## config.mk

```make
export PLATFORM = sky130hd
export DESIGN_NAME = coherence_mem_arbiter_flat
export DESIGN_NICKNAME = d
export VERILOG_FILES = /design/src/rtl/coherence_mem_arbiter_if.sv /design/src/rtl/coherence_mem_arbiter.sv /design/src/flat_wrapper.sv
export SDC_FILE = /design/constraint.sdc
export NUM_CORES = 1
export LEC_CHECK = 0
export BUFFER_PORTS_ARGS = -buffer_cell sky130_fd_sc_hd__clkbuf_2
export CAP_MARGIN = 10
export CORE_AREA = 4 4 191 193
export DETAILED_ROUTE_END_ITERATION = 6
export DIE_AREA = 0 0 195 197
export GPL_TIMING_DRIVEN = 0
export PLACE_DENSITY = 0.4
export SYNTH_ARGS = -nofsm -noshare
export SYNTH_HDL_FRONTEND = slang
export SYNTH_SLANG_ARGS = --single-unit
```

## constraint.sdc

```tcl
create_clock -name CLK -period 3.2 [get_ports CLK]
set_input_delay 0.32 -clock CLK [delete_from_list [all_inputs] [get_ports CLK]]
set_output_delay 0.32 -clock CLK [all_outputs]
set_load 0.03 [all_outputs]
```

## src/rtl/coherence_mem_arbiter_if.sv

```systemverilog
// Cache/RAM bus bundle between both cores' caches and the memory arbiter.
// Latency: wires only. Backpressure: per-requester wait lines driven by the arbiter.
// Ports: icache (iREN/iaddr/iwait/iload), dcache (dREN/dWEN/daddr/dstore/dwait/dload),
//        coherence (cctrans/ccwrite/ccwait/ccinv/ccsnoopaddr), RAM (ramREN/ramWEN/ramaddr/ramstore/ramload/ramstate).
//        slave = arbiter view, master = cache/RAM side view.
interface coherence_mem_arbiter_if #(
  parameter int CPUS = 2
);
  // icache side
  logic [CPUS-1:0]        iREN;
  logic [CPUS-1:0][31:0]  iaddr;
  logic [CPUS-1:0]        iwait;
  logic [CPUS-1:0][31:0]  iload;
  // dcache side
  logic [CPUS-1:0]        dREN;
  logic [CPUS-1:0]        dWEN;
  logic [CPUS-1:0][31:0]  daddr;
  logic [CPUS-1:0][31:0]  dstore;
  logic [CPUS-1:0]        dwait;
  logic [CPUS-1:0][31:0]  dload;
  // coherence
  logic [CPUS-1:0]        cctrans;
  logic [CPUS-1:0]        ccwrite;
  logic [CPUS-1:0]        ccwait;
  logic [CPUS-1:0]        ccinv;
  logic [CPUS-1:0][31:0]  ccsnoopaddr;
  // RAM port
  logic                   ramREN;
  logic                   ramWEN;
  logic [31:0]            ramaddr;
  logic [31:0]            ramstore;
  logic [31:0]            ramload;
  logic [1:0]             ramstate;

  modport slave (
    input  iREN, iaddr, dREN, dWEN, daddr, dstore, cctrans, ccwrite, ramload, ramstate,
    output iwait, iload, dwait, dload, ccwait, ccinv, ccsnoopaddr,
           ramREN, ramWEN, ramaddr, ramstore
  );

  modport master (
    output iREN, iaddr, dREN, dWEN, daddr, dstore, cctrans, ccwrite, ramload, ramstate,
    input  iwait, iload, dwait, dload, ccwait, ccinv, ccsnoopaddr,
           ramREN, ramWEN, ramaddr, ramstore
  );
endinterface

```

## src/rtl/coherence_mem_arbiter.sv

```systemverilog
// Serialises both cores' dcache/icache requests onto one RAM port, with snoop-wait/invalidate broadcast.
// Latency: request seen in IDLE -> grant next cycle; done on RAM ACCESS; one IDLE bubble after every release.
// Backpressure: non-granted requesters and the granted one until ACCESS see wait=1; dcache block grant held via cctrans.
// Ports: CLK, nRST (async active-low), ccif (coherence_mem_arbiter_if.slave: cache, coherence and RAM signals).
module coherence_mem_arbiter #(
  parameter int CPUS = 2  // exactly two cores; grant index is a single bit
) (
  input  logic                    CLK,
  input  logic                    nRST,
  coherence_mem_arbiter_if.slave  ccif
);

  localparam logic [1:0] RAM_ACCESS = 2'd2;

  localparam logic [2:0] IDLE   = 3'd0;
  localparam logic [2:0] GNT_D0 = 3'd1;
  localparam logic [2:0] GNT_D1 = 3'd2;
  localparam logic [2:0] GNT_I0 = 3'd3;
  localparam logic [2:0] GNT_I1 = 3'd4;

  logic [2:0]      state, state_nxt;
  logic            drr, drr_nxt;
  logic            irr, irr_nxt;
  logic            gnt_first;   // high during the first cycle of any grant
  logic [CPUS-1:0] dreq;
  logic            access;
  logic            d_gnt, i_gnt;
  logic            cur;         // core owning the current grant
  logic            oth;         // the core being snooped

  assign dreq   = ccif.dREN | ccif.dWEN;
  assign access = (ccif.ramstate == RAM_ACCESS);
  assign d_gnt  = (state == GNT_D0) || (state == GNT_D1);
  assign i_gnt  = (state == GNT_I0) || (state == GNT_I1);
  assign cur    = (state == GNT_D1) || (state == GNT_I1);
  assign oth    = ~cur;

  // Grant decision and release. A dropped request always releases; a block
  // transfer (cctrans) survives ACCESS cycles and only a plain access
  // releases on ACCESS.
  always_comb begin
    state_nxt = state;
    drr_nxt   = drr;
    irr_nxt   = irr;
    case (state)
      IDLE: begin
        if (|dreq) begin
          if (&dreq) state_nxt = drr ? GNT_D1 : GNT_D0;
          else       state_nxt = dreq[1] ? GNT_D1 : GNT_D0;
        end else if (|ccif.iREN) begin
          if (&ccif.iREN) state_nxt = irr ? GNT_I1 : GNT_I0;
          else            state_nxt = ccif.iREN[1] ? GNT_I1 : GNT_I0;
        end
      end
      GNT_D0, GNT_D1: begin
        if (!dreq[cur] || (!ccif.cctrans[cur] && access)) begin
          state_nxt = IDLE;
          drr_nxt   = oth;
        end
      end
      GNT_I0, GNT_I1: begin
        if (!ccif.iREN[cur] || access) begin
          state_nxt = IDLE;
          irr_nxt   = oth;
        end
      end
      default: state_nxt = IDLE;
    endcase
  end

  always_ff @(posedge CLK or negedge nRST) begin
    if (!nRST) begin
      state     <= IDLE;
      drr       <= 1'b0;
      irr       <= 1'b0;
      gnt_first <= 1'b0;
    end else begin
      state     <= state_nxt;
      drr       <= drr_nxt;
      irr       <= irr_nxt;
      // every grant is entered from IDLE, so this marks its first cycle
      gnt_first <= (state == IDLE);
    end
  end

  // Load buses are shared; only the granted port's wait qualifies them.
  assign ccif.dload = {CPUS{ccif.ramload}};
  assign ccif.iload = {CPUS{ccif.ramload}};

  // RAM strobes are decoded from state so an async reset kills them at once.
  always_comb begin
    ccif.iwait       = '1;
    ccif.dwait       = '1;
    ccif.ccwait      = '0;
    ccif.ccinv       = '0;
    ccif.ccsnoopaddr = '0;
    ccif.ramREN      = 1'b0;
    ccif.ramWEN      = 1'b0;
    ccif.ramaddr     = '0;
    ccif.ramstore    = '0;
    if (d_gnt) begin
      ccif.ramaddr  = ccif.daddr[cur];
      ccif.ramstore = ccif.dstore[cur];
      // a write wins when both strobes are raised
      ccif.ramWEN   = ccif.dWEN[cur];
      ccif.ramREN   = ccif.dREN[cur] & ~ccif.dWEN[cur];
      ccif.dwait[cur]       = ~access;
      ccif.ccwait[oth]      = 1'b1;
      ccif.ccsnoopaddr[oth] = ccif.daddr[cur];
      // a read-for-ownership kills the other copy once, at grant start
      ccif.ccinv[oth] = gnt_first & ccif.dREN[cur] & ccif.ccwrite[cur];
    end else if (i_gnt) begin
      ccif.ramREN     = 1'b1;
      ccif.ramaddr    = ccif.iaddr[cur];
      ccif.iwait[cur] = ~access;
    end
  end

endmodule

```

## src/flat_wrapper.sv

```systemverilog
// flat-port wrapper written by rule: the top's interface ports become plain ports
module coherence_mem_arbiter_flat 
#(
  parameter int CPUS = 2                                                   
)
  (CLK, nRST, ccif_iREN, ccif_iaddr, ccif_dREN, ccif_dWEN, ccif_daddr, ccif_dstore, ccif_cctrans, ccif_ccwrite, ccif_ramload, ccif_ramstate, ccif_iwait, ccif_iload, ccif_dwait, ccif_dload, ccif_ccwait, ccif_ccinv, ccif_ccsnoopaddr, ccif_ramREN, ccif_ramWEN, ccif_ramaddr, ccif_ramstore);
  coherence_mem_arbiter_if #(.CPUS(CPUS)) ccif_i ();
  input  logic CLK;
  input  logic nRST;
  input wire logic [$bits(ccif_i.iREN)-1:0] ccif_iREN;
  input wire logic [$bits(ccif_i.iaddr)-1:0] ccif_iaddr;
  input wire logic [$bits(ccif_i.dREN)-1:0] ccif_dREN;
  input wire logic [$bits(ccif_i.dWEN)-1:0] ccif_dWEN;
  input wire logic [$bits(ccif_i.daddr)-1:0] ccif_daddr;
  input wire logic [$bits(ccif_i.dstore)-1:0] ccif_dstore;
  input wire logic [$bits(ccif_i.cctrans)-1:0] ccif_cctrans;
  input wire logic [$bits(ccif_i.ccwrite)-1:0] ccif_ccwrite;
  input wire logic [$bits(ccif_i.ramload)-1:0] ccif_ramload;
  input wire logic [$bits(ccif_i.ramstate)-1:0] ccif_ramstate;
  output wire logic [$bits(ccif_i.iwait)-1:0] ccif_iwait;
  output wire logic [$bits(ccif_i.iload)-1:0] ccif_iload;
  output wire logic [$bits(ccif_i.dwait)-1:0] ccif_dwait;
  output wire logic [$bits(ccif_i.dload)-1:0] ccif_dload;
  output wire logic [$bits(ccif_i.ccwait)-1:0] ccif_ccwait;
  output wire logic [$bits(ccif_i.ccinv)-1:0] ccif_ccinv;
  output wire logic [$bits(ccif_i.ccsnoopaddr)-1:0] ccif_ccsnoopaddr;
  output wire logic [$bits(ccif_i.ramREN)-1:0] ccif_ramREN;
  output wire logic [$bits(ccif_i.ramWEN)-1:0] ccif_ramWEN;
  output wire logic [$bits(ccif_i.ramaddr)-1:0] ccif_ramaddr;
  output wire logic [$bits(ccif_i.ramstore)-1:0] ccif_ramstore;
  assign ccif_i.iREN = ccif_iREN;
  assign ccif_i.iaddr = ccif_iaddr;
  assign ccif_i.dREN = ccif_dREN;
  assign ccif_i.dWEN = ccif_dWEN;
  assign ccif_i.daddr = ccif_daddr;
  assign ccif_i.dstore = ccif_dstore;
  assign ccif_i.cctrans = ccif_cctrans;
  assign ccif_i.ccwrite = ccif_ccwrite;
  assign ccif_i.ramload = ccif_ramload;
  assign ccif_i.ramstate = ccif_ramstate;
  assign ccif_iwait = ccif_i.iwait;
  assign ccif_iload = ccif_i.iload;
  assign ccif_dwait = ccif_i.dwait;
  assign ccif_dload = ccif_i.dload;
  assign ccif_ccwait = ccif_i.ccwait;
  assign ccif_ccinv = ccif_i.ccinv;
  assign ccif_ccsnoopaddr = ccif_i.ccsnoopaddr;
  assign ccif_ramREN = ccif_i.ramREN;
  assign ccif_ramWEN = ccif_i.ramWEN;
  assign ccif_ramaddr = ccif_i.ramaddr;
  assign ccif_ramstore = ccif_i.ramstore;
  coherence_mem_arbiter #(.CPUS(CPUS)) u_core (.CLK(CLK), .nRST(nRST), .ccif(ccif_i));
endmodule
```

==> results of run 1 <==
==> where the power goes <==
part / internal (mW) / switching (mW)
combinational: 1.10 / 2.50
sequential: 0.105 / 0.0359
clock: 0.160 / 0.0416
==> cells in the final DEF (no fill, tap or decap), types with 2 or more instances in the layout <==
cell,netlist,layout
sky130_fd_sc_hd__and3_1,32,32
sky130_fd_sc_hd__clkbuf_1,10,10
sky130_fd_sc_hd__clkbuf_16,0,3
sky130_fd_sc_hd__o211ai_1,4,4
sky130_fd_sc_hd__a21oi_1,2,2
sky130_fd_sc_hd__buf_2,12,12
sky130_fd_sc_hd__or3_1,32,32
sky130_fd_sc_hd__buf_4,129,129
sky130_fd_sc_hd__or2_2,3,3
sky130_fd_sc_hd__a22o_1,65,65
sky130_fd_sc_hd__buf_6,3,3
sky130_fd_sc_hd__diode_2,0,2
sky130_fd_sc_hd__dfrtp_1,6,6
sky130_fd_sc_hd__nor2b_1,3,3
sky130_fd_sc_hd__and2_1,33,33
sky130_fd_sc_hd__nand3b_1,4,4
sky130_fd_sc_hd__nor2_1,4,4
sky130_fd_sc_hd__clkbuf_2,0,471
sky130_fd_sc_hd__and4_1,2,2
sky130_fd_sc_hd__o21ai_0,6,6
sky130_fd_sc_hd__nand2_1,8,8
==> final cells by class <==
class	count	share of cell area
antenna	2	0.0008716
buffer	154	0.1915
clock buffer	3	0.01307
inverter	1	0.0006537
multi-input combinational	208	0.2563
sequential	6	0.02615
tap	455	0.09915
timing repair buffer	472	0.4123
==> sequential cells by signal, indices dropped and copies added (netlist names) <==
name and flops:
u_core.irr 1, u_core.gnt_first 1, u_core.state 3, u_core.drr 1
==> stage by stage <==
step	util	power [mW]	worst slack, ns
5_1_grt	0.1661	4.176	0.01096
3_3_place_gp	0.1636	3.817	0.3600
6_report	0.1662	3.944	0.2196
4_1_cts	0.1661	4.013	0.1394
3_5_place_dp	0.1636	3.798	0.3796
2_1_floorplan	-	2.546	1.225
==> timing repair <==
action,in CTS,in global routing
setup buffers,0,0
resized for setup,0,0
hold buffers,1,0
endpoints found under the hold margin,6,0
==> worst min-delay path by stage <==
| stage | start | end | slack [ns] |
|---|---|---|---|
| after global placement | nRST | u_core.irr | 0.16 |
| final | ccif_iREN[0] | u_core.irr | 0.40 |
| after floorplan | nRST | u_core.drr | 0.02 |
| after CTS | ccif_iREN[0] | u_core.irr | 0.40 |
| after detailed placement | nRST | u_core.irr | 0.17 |
| after global routing | ccif_iREN[0] | u_core.irr | 0.42 |
==> worst max-delay path, cell delays in order, from the launching register on <==
cell and delay (ns):
sky130_fd_sc_hd__dfrtp_1 0.34, sky130_fd_sc_hd__buf_2 0.18, sky130_fd_sc_hd__nor2_1 0.68, sky130_fd_sc_hd__and2_1 0.21, sky130_fd_sc_hd__buf_2 0.30, sky130_fd_sc_hd__buf_2 0.28, sky130_fd_sc_hd__a22o_1 0.21, sky130_fd_sc_hd__clkbuf_2 0.22
==> kinds of logic after synthesis <==
logic type,count (synthesis),synth area share
flip-flops,6,0.05509
AND/OR/NAND/NOR,126,0.2893
buffers and inverters,155,0.4050
AO/OA/AOI/OAI,82,0.2507
==> metal layers <==
layer,GRT usage,routed length (um)
met4,0.01448,291
met5,0,0
met1,0.1183,8309
met3,0.01436,1297
met2,0.1702,10390
==> results.txt, run 1 <==
- Setup violations remaining at the end of the flow were counted as 0.
- For this design the ratio of total power to cell area is 686.9 nW/um2.
* Final Slew Violations: 0
- The worst-case IR drop observed on VDD is 0.2527 mV.
- Leakage dissipation: 3.589 nW
- Synthesis handed over a netlist of around 370 instances.
* Number of unique standard cell types used by synthesis: 29
* Synth Warn #: 0
* Clock net sink count: 6
* Fraction of registers with async set or reset after synthesis: 1.000
- The endpoint identified for the worst register-to-register timing path is u_core.drr.
* Critical path start-end classification: flip-flop to output pin
- Mean area per synthesized cell: 7.385 um2
- The startpoint identified for the worst register-to-register timing path is u_core.state[0].
- The run finished with clean final reports.
* Maximum fanout along the worst path: 10
* Layout Skew: 0.003867 ns
- The final layout contains routed wiring with a total length of ~20000 um.
- The most critical setup path has its startpoint at u_core.state[0].
- Measured along the y axis, the die boundary spans 197 um.
- Compared with the post-synthesis result, the final layout area differs by 110.7%.
- The number of cells on the worst reg-to-reg path is 5.
- The multi-input combinational cells in the finished layout cover a total of 1471 um2.
* Cell taking the most area after synthesis: sky130_fd_sc_hd__buf_4
- In this run the count of I/O pins placed on the die edge is approximately 500.
- In the final layout, the share of cells above drive strength 1 is 0.7382.
* Largest net degree at the start of global routing: 11
* Final sum of negative setup slack: 0 ns
* Number of vias per cell: 3.416
* Summed instance area of the synthesized netlist: 2725 um2
* Global route overflow: 0
- Std-Cell Core Area: 34540 um2
- Most frequent cell after synthesis: sky130_fd_sc_hd__buf_4
* Final worst path period share: 0.9314
- After detailed placement, the design holds a cell count of ~1300.
- Buffers placed on the I/O ports in this run total 471.
* CTS root buffer: sky130_fd_sc_hd__clkbuf_16
- Of the post-synthesis cell area, the dominant cell type holds 0.3554.
* Final GP Congestion: 0.8999
- In this run the register-to-register setup slack is 0.88 ns.
- Crit path required time: 2.88 ns
- Commonest cells in the synthesized netlist: sky130_fd_sc_hd__buf_4, sky130_fd_sc_hd__a22o_1, sky130_fd_sc_hd__and2_1
- CTS built an H-tree with a depth of 1.
* Tightest slew margin relative to the limit: 0.4285
- In the routed design, unresolved DRC markers number 0.
- The die is 195 um wide.
* DRC violation total after the first TritonRoute iteration: 117
- The via count of the first global-routing pass came to roughly 4400.
- TritonCTS built the clock tree.
- Final-layout worst hold slack: between 0.3 and 0.4 ns
- The routed design could run at a clock period as short as 2.980 ns.
* Via count: 4444
- Clock latency on the worst-skew pair, taken at its later pin, is ~0.23 ns.
- Nature of the critical path endpoint: output pin
* Clock buffer count from CTS: 3
- After routing the design area is 5742 um2.
- The number of nets handed over by synthesis was 607.
- CTS clock-pin slew for the worst setup and hold paths: 0.04 ns
- The count of nets left with antenna violations once routing finished came out at 0.
- The tool flagged a number of max-cap violations equal to 0.
- STA puts the critical path data arrival time at between 2 and 3 ns.
- Synthesized flop and latch total: 6
- Most frequently used flop master after synthesis: sky130_fd_sc_hd__dfrtp_1
- For this run, the register share of the synthesized area comes to 0.05510.
- Final Hold Viols: 0
- Setup repair after global routing missed its margin: false
- STA classifies the critical path startpoint as a flip-flop.
- The first global-routing pass estimated approximately 28000 um of wire.
- The die covers 38420 um2.
- In this run the worst hold path is classified as primary input to flip-flop.
- Derived from the worst setup path, the maximum achievable clock frequency is 0.3355 GHz.
- Mean routed wirelength per cell: 15.59 um
* Area occupied by registers: 150.1 um2
* Post-detailed-placement cell area: 5652 um2
- Measured slew at the worst slew-check pin: 0.8541 ns
* Worst Hold Path Cells: 3
- The filler cells instantiated in the layout total 4003.
* Number of enable-type register cells in the synthesized netlist: 0
* Post-detail-place hpwl: 18200 um
* Capturing element of the worst setup path: ccif_ramstore[21]
* Post-route non-filler standard cell count: 1301
- Top cells by area, synth: sky130_fd_sc_hd__buf_4, sky130_fd_sc_hd__a22o_1, sky130_fd_sc_hd__and2_1, sky130_fd_sc_hd__and3_1, sky130_fd_sc_hd__or3_1
- The initialized floorplan defines 68 standard-cell rows.
- Starting density of the core: 0.07889
- The initial antenna violation count was 0.
* Detailed Routing Iterations Pass 1: 5
* Nets: 1084
* Global-route usage over all layers: 0.09323
* Clock Tree Buf Depth: 2
Power figures use the tool's default switching activity.
==> run 2: changes to the inputs <==
RECOVER_POWER = 50   (was unset)
==> run 2 against run 1 <==
Net effect:
- clock power about the same
- non-clock buffer count did not move
- flip-flop and latch count unchanged
- highest routed layer unchanged
- die area unchanged
- largest cell class unchanged
- first-iteration DRC count up 37%
- global-route usage is the same
- largest power group unchanged
- critical path depth is 2 lower
- critical endpoint is now ccif_ramaddr[11]
==> results.txt, run 2 (synthesized netlist as in run 1, its figures left out) <==
- The largest fanout of any net on the critical path is 10 (unchanged).
- Std-Cell Core Area: 34540 um2 (unchanged)
* Leakage dissipation: 3.197 nW (-11%)
- The total via count after detailed routing is 4423 (-0.47%).
- The number of flip-flops under the largest register name was 3 (unchanged).
- DRC violation total after the first TritonRoute iteration: 160 (+37%)
* Horizontal extent of the die: 195 um (unchanged)
- Number of max-cap violations: 0 (unchanged)
* Floorplan row count: 68 (unchanged)
- Critical path start-end classification: flip-flop to output pin
- Global-route usage over all layers: 0.09323 (unchanged)
- TritonCTS built the clock tree.
* Measured slew at the worst slew-check pin: 1.158 ns (+0.3042 ns)
- Share of cells above drive strength 1: 0.5829 (-0.1552)
- The shortest period the worst path allows came to 2.987 ns (+0.006938 ns).
- Number of I/O port buffers: 471 (unchanged)
- The max-slew headroom at the worst pin came to 0.2244 (-0.2041).
* Most frequent standard cell in the layout excluding fill and tap cells: sky130_fd_sc_hd__clkbuf_2
- The data required time at the worst endpoint came to 2.88 ns (about the same).
- The routability-driven placement congestion ratio was 0.8999 (unchanged).
* Area occupied by registers: 150.1 um2 (unchanged)
* Detailed Routing Iterations Pass 1: 6 (+1)
- Final Power: 3.913 mW (-0.79%)
* Worst R2R Start: u_core.state[2]
- Layout-stage area growth over the synthesis result: 104.5%
- The number of filler instances in the final layout is 4069 (+1.6%).
- The insertion delay to the later sink of the worst-skew pair is 0.23 ns (about the same).
- # IOs: 504 (unchanged)
- F_max: 0.3347 GHz (-0.23%)
- The floorplan die height was 197 um (unchanged).
- Power per unit of standard cell area: 702.2 nW/um2 (+2.2%)
* Clock buffer count from CTS: 3 (unchanged)
- Capturing element of the worst setup path: ccif_ramaddr[11]
- # DRC: 0 (unchanged)
- Maximum ir drop on the vdd rail: 0.2515 mV (-0.45%)
- Clock net sink count: 6 (unchanged)
- The post-route clock skew is 0.004158 ns (+0.0002911 ns).
- Setup repair after global routing missed its margin: false
* Number of gates given a new drive strength after cts: 0 (unchanged)
- Nets: 1084 (unchanged)
* Kind of path behind the tightest hold check: primary input to flip-flop
- Total of endpoints with negative setup slack in the final report: 0 (unchanged)
- The total detailed-routing wirelength came to 20380 um (+0.47%).
- The maximum number of pins on one net before global-route repair came to 11 (unchanged).
* Final Hold Viols: 0 (unchanged)
- The worst setup path is launched from a flip-flop.
- CTS root buffer: sky130_fd_sc_hd__clkbuf_16
- The final clock period utilization by the worst path came to 0.9335 (+0.002168).
- The die area is 38420 um2 (unchanged).
* Most used cells in the layout excluding fill and tap cells: sky130_fd_sc_hd__clkbuf_2, sky130_fd_sc_hd__clkbuf_1, sky130_fd_sc_hd__buf_4, sky130_fd_sc_hd__a22o_1, sky130_fd_sc_hd__and2_1
* Outcome: complete, no violations
- The detailed placer's ending HPWL is 18200 um (unchanged).
* Mean routed wirelength per cell: 15.66 um (+0.47%)
- The first-pass GRT wire length was 27850 um (unchanged).
- Clock Tree Buf Depth: 2 (unchanged)
* Reg2reg setup slack: 0.80 ns (-0.08 ns)
- The initial antenna violation count came to 0 (unchanged).
* CTS clock-pin slew for the worst setup and hold paths: 0.04 ns (about the same)
* End of the worst register-to-register path: u_core.state[1]
- DRT antenna net count: 0 (unchanged)
* Final sum of negative setup slack: 0 ns (unchanged)
- The depth of the CTS H-tree was 1 (unchanged).
* CP Launch Point: u_core.state[2]
- Critical path arrival: 2.67 ns (about the same)
* Starting density of the core: 0.07889 (unchanged)
- The via count of the first global-routing pass is 4351 (unchanged).
- R2R cell count: 5 (unchanged)
- u_core.state holds more flip-flops than any other register.
- STA classifies the critical path endpoint as an output pin.
- The total count of max-transition violations in the final report was 0 (unchanged).
* Area of the multi-input gates: 1465 um2 (-0.42%)
* Number of vias per cell: 3.400 (-0.47%)
- The overflow left after global routing is 0 (unchanged).
run 2: cell types whose count changed in the layout (fill, tap and decap cells not counted), sizes merged:
cell,previous run,this run
buf,144,143
clkbuf,484,485
run 2: worst min path at each step:
stage	end	slack [ns]	start	cells after the start
CTS	u_core.irr	0.40	ccif_iREN[0]	3
finish	u_core.irr	0.40	ccif_iREN[0]	3
floorplan	u_core.drr	0.02	nRST	0
global route	u_core.irr	0.42	ccif_iREN[0]	3
global placement	u_core.irr	0.16	nRST	1
detailed placement	u_core.irr	0.17	nRST	1
run 2: worst max-delay path, stage by stage (launching register included):
cell                       delay [ns]
sky130_fd_sc_hd__dfrtp_1         0.50
sky130_fd_sc_hd__nor3b_2         0.98
sky130_fd_sc_hd__buf_2           0.42
sky130_fd_sc_hd__a22o_1          0.21
sky130_fd_sc_hd__or3_1           0.12
sky130_fd_sc_hd__clkbuf_2        0.20
run 2: cell type report:
class	count	area share
Antenna cell	2	0.0008983
Tap cell	455	0.1022
Multi-Input combinational cell	208	0.2630
Clock buffer	3	0.01347
Buffer	154	0.1972
Timing Repair Buffer	472	0.3957
Sequential cell	6	0.02695
Inverter	1	0.0006737
run 2: where the power goes:
part / switching [mW] / internal, mW / total [mW]
Clock: 0.0420 / 0.160 / 0.202
Combinational: 2.50 / 1.07 / 3.57
Sequential: 0.0323 / 0.105 / 0.137
run 2: repair_timing:
action                                 in CTS  in global routing
hold buffers                                1                  0
buffers inserted                            0                  0
endpoints found under the hold margin       6                  0
run 2: through the flow:
step	hold WS, ns	worst slack (ns)	instances	utilization	instance area, um2
floorplan	0.02441	1.225	369	-	2725
global placement	0.1642	0.3600	1295	0.1636	5652
detailed placement	0.1662	0.3796	1295	0.1636	5652
CTS	0.4011	0.1394	1299	0.1661	5737
global route	0.4184	0.02028	1299	0.1611	5567
finish	0.4044	0.2127	1301	0.1613	5572
run 2: layer usage:
metal  vias to the layer above  share of wire  GRT usage
met2                       244           0.51     0.1702
li1                       2155              -          -
met4                         0          0.014    0.01448
met3                        13          0.063    0.01436
met5                         -              0          0
met1                      2011           0.41     0.1183
==> run 3: changes to the inputs <==
ABC_AREA = 1   (was unset)
PLACE_DENSITY = 0.41   (was 0.4)
==> run 3 against run 2 <==
Net effect:
- hold slack improved by 0.084 ns
- non-clock buffer count rose by 6
- clock-buffer cell count did not move
- power rose by 20%
- setup slack improved by 0.19 ns
- synthesized cell count rose by 38%
- synthesized area rose by 13%
- sequential power fell by 9%
- flip-flop and latch count did not move
- final cell count rose by 11%
- core utilization rose by 1.0 points
- critical path type unchanged
- critical endpoint is now ccif_ramaddr[27]
- largest cell class unchanged
- highest routed layer unchanged
==> results.txt, run 3 <==
* Outcome: complete, no violations
- Detailed Routing Iterations Pass 1: 4 (-2)
- The final hold violation count is 0 (unchanged).
- CTS clock-pin slew for the worst setup and hold paths: 0.03 ns (about the same)
- Global-route usage over all layers: 0.1001 (+0.006856)
* Number of max-cap violations: 0 (unchanged)
- Kind of path behind the tightest hold check: flip-flop to flip-flop
- Share of cells above drive strength 1: 0.5234 (-0.05956)
- Fraction of power consumed by sequential logic: 0.027 (-0.008)
- The number of enable-type register cells in the synthesized netlist came to 0 (unchanged).
- The number of port buffers came to 471 (unchanged).
- CTS placed an instance of sky130_fd_sc_hd__clkbuf_16 at the clock tree root.
- The standby leakage power was 3.550 nW (+11%).
- Maximum ir drop on the vdd rail: 0.4198 mV (+67%)
- The max-slew headroom at the worst pin was 0.4960 (+0.2716).
- Global route overflow: 0 (unchanged)
- Critical path start-end classification: flip-flop to output pin
- The total detailed-routing wirelength came to 22060 um (+8.3%).
* Register with the most flip-flops: u_core.state
* Via count: 5147 (+16%)
* Setup repair after global routing missed its margin: false
- The total of cells resized after clock tree synthesis came to 0 (unchanged).
- The instance count of the mapped netlist is 509 (+38%).
- The initial antenna violation count was 2 (+2).
* Std-Cell Core Area: 34540 um2 (unchanged)
- Mean area per synthesized cell: 6.067 um2 (-18%)
- The depth of the CTS H-tree came to 1 (unchanged).
- The detailed placer's ending HPWL is 19330 um (+6.2%).
* Horizontal extent of the die: 195 um (unchanged)
* Summed instance area of the synthesized netlist: 3088 um2 (+13%)
- The post-route clock skew came to 0.001786 ns (-0.002372 ns).
* Final Power: 4.683 mW (+20%)
- The insertion delay to the later sink of the worst-skew pair is 0.23 ns (about the same).
* Starting density of the core: 0.08939 (+0.01050)
* Clock buffer count from CTS: 3 (unchanged)
- The internal power is 1.473 mW (+9.9%).
* Final worst path period share: 0.8734 (-0.06010)
- The net switching power is 3.210 mW (+25%).
* Combinational group share of total power: 0.930 (+0.017)
* Clock Tree Buf Depth: 2 (unchanged)
- The total count of max-transition violations in the final report was 0 (unchanged).
- Maximum fanout along the worst path: 10 (unchanged)
* Nets: 1224 (+13%)
- The remaining antenna violation count came to 0 (unchanged).
- The number of flip-flops under the largest register name came to 3 (unchanged).
* Number of vias per cell: 3.577 (+5.2%)
* Nature of the critical path endpoint: output pin
- Mean routed wirelength per cell: 15.33 um (-2.1%)
* Number of nets in the synthesized netlist: 747 (+23%)
* Critical path arrival: 2.48 ns (-0.19 ns)
- Cell taking the most area after synthesis: sky130_fd_sc_hd__buf_4
- Ant. Diodes: 0 (-2)
* Chip Height: 197 um (unchanged)
- The routability-driven placement congestion ratio is 0.8619 (-4.2%).
- The total I/O pin count came to 504 (unchanged).
- The die area is 38420 um2 (unchanged).
- Largest net degree at the start of global routing: 11 (unchanged)
- Crit path time final: 2.795 ns (-0.1923 ns)
* First-pass GRT wire length: 30100 um (+8.1%)
* Hold-fix buffers at CTS: 1 (unchanged)
- Top cells by area, synth: sky130_fd_sc_hd__buf_4, sky130_fd_sc_hd__inv_1, sky130_fd_sc_hd__a22o_1, sky130_fd_sc_hd__o221ai_1, sky130_fd_sc_hd__nor2_1
- The number of sinks handled by clock tree synthesis was 6 (unchanged).
- Power per unit of standard cell area: 789.4 nW/um2 (+12%)
- The library cell used most frequently in the layout, excluding fill and tap cells, is sky130_fd_sc_hd__clkbuf_2.
- Fraction of registers with async set or reset after synthesis: 1.000 (unchanged)
* CTS tree: yes
- # DRC: 0 (unchanged)
- The worst setup path is launched from a flip-flop.
* Synth top area share: 0.3306 (-0.02474)
- The top cell types in the final layout, fill and taps aside, are sky130_fd_sc_hd__clkbuf_2, sky130_fd_sc_hd__buf_4, sky130_fd_sc_hd__clkbuf_1, sky130_fd_sc_hd__inv_1, sky130_fd_sc_hd__nor2_1.
* Total of endpoints with negative setup slack in the final report: 0 (unchanged)
* Commonest cells in the synthesized netlist: sky130_fd_sc_hd__buf_4, sky130_fd_sc_hd__inv_1, sky130_fd_sc_hd__nor2_1
- The violation count after the first detailed-routing iteration is 141 (-12%).
- The maximum clock rate was 0.3578 GHz (+6.9%).
- Final sum of negative setup slack: 0 ns (unchanged)
- Most frequent cell after synthesis: sky130_fd_sc_hd__buf_4
- The total of warnings raised by yosys is 0 (unchanged).
- The via count of the first global-routing pass came to 5221 (+20%).
* Crit path required time: 2.88 ns (about the same)
- Number of unique standard cell types used by synthesis: 28 (-3.4%)
- Post-CTS Repair Setup Buffers: 0 (unchanged)
- Floorplan row count: 68 (unchanged)
* Layout-stage area growth over the synthesis result: 92.10%
* Post-synthesis sequential area ratio: 0.04862 (-0.006474)
- In the synthesized netlist the dominant register cell turns out to be sky130_fd_sc_hd__dfrtp_1.
* Share of total power consumed by net switching: 0.6855 (+0.02799)
- Synthesized flop and latch total: 6 (unchanged)
* Measured slew at the worst slew-check pin: 0.7559 ns (-0.4023 ns)
- The clock group share of total power came to 0.043 (-0.009).
## run 3: changes by cell type after synthesis, sizes merged, moves of 8 or more
cell,change
inv,+80
nand3,+41
and3,-32
o21ai,+33
and2,-33
or3,-32
a22o,-33
buf,+14
o221ai,+32
clkbuf,-8
nand2,+25
nor2,+70
## run 3: area by class of cell
cell class / instances / area [um2]
multi-input combinational: 262 / 1478
timing repair buffer: 472 / 2205
buffer: 160 / 1151
tap: 455 / 569.3
inverter: 81 / 304.0
sequential: 6 / 150.1
fill: 4140 / 28610
clock buffer: 3 / 75.07
## run 3: cell families after synthesis
| family | count (synthesis) | share of synthesized area |
|---|---|---|
| AND/OR/NAND/NOR | 153 | 0.2228 |
| buffers and inverters | 241 | 0.4712 |
| AO/OA/AOI/OAI | 109 | 0.2573 |
| flip-flops | 6 | 0.04862 |
## run 3: layer usage
metal | global-route usage | part of all wire | vias to the layer above
li1 | - | - | 2501
met1 | 0.1077 | 0.35 | 2292
met2 | 0.2010 | 0.54 | 330
met3 | 0.01624 | 0.089 | 24
met4 | 0.02612 | 0.021 | 0
met5 | 0 | 0 | -
## run 3: worst paths after layout
| check | startpoint | end | slack (ns) | depth (start not counted) |
|---|---|---|---|---|
| max | u_core.state[0] | ccif_ramaddr[27] | 0.40 | 9 |
| min in group asynchronous | nRST | u_core.gnt_first | 0.52 | 2 |
| max reg2reg | u_core.state[0] | u_core.irr | 1.26 | 9 |
| min reg2reg | u_core.drr | u_core.drr | 0.49 | 2 |
| min | u_core.drr | u_core.drr | 0.49 | 2 |
| max in group asynchronous | nRST | u_core.state[2] | 2.41 | 2 |
## run 3: through the flow
step	hold WS (ns)	utilization	worst slack (ns)	instances	area [um2]
2_1_floorplan	0.02441	-	1.246	509	3088
3_3_place_gp	0.1718	0.1741	0.6818	1435	6015
3_5_place_dp	0.1673	0.1741	0.6842	1435	6015
4_1_cts	0.4781	0.1766	0.4345	1439	6100
5_1_grt	0.5487	0.1717	0.2801	1439	5932
6_report	0.4882	0.1717	0.4050	1439	5932
## run 3: worst max-delay path, stage by stage, from the launching register on
cell                       delay (ns)
sky130_fd_sc_hd__dfrtp_1         0.40
sky130_fd_sc_hd__inv_1           0.20
sky130_fd_sc_hd__nand2_1         0.13
sky130_fd_sc_hd__nand2_2         0.09
sky130_fd_sc_hd__inv_2           0.04
sky130_fd_sc_hd__nor2_4          0.38
sky130_fd_sc_hd__buf_2           0.34
sky130_fd_sc_hd__o21ai_0         0.18
sky130_fd_sc_hd__o221ai_1        0.22
sky130_fd_sc_hd__clkbuf_2        0.25
## run 3: power by group through the flow
stage               Combinational [mW]  Sequential [mW]  Clock [mW]
finish                            4.36            0.125       0.202
global route                      4.68            0.129       0.213
CTS                               4.48            0.126       0.204
detailed placement                4.47            0.126           0
global placement                  4.49            0.127           0
floorplan                         2.95            0.121           0
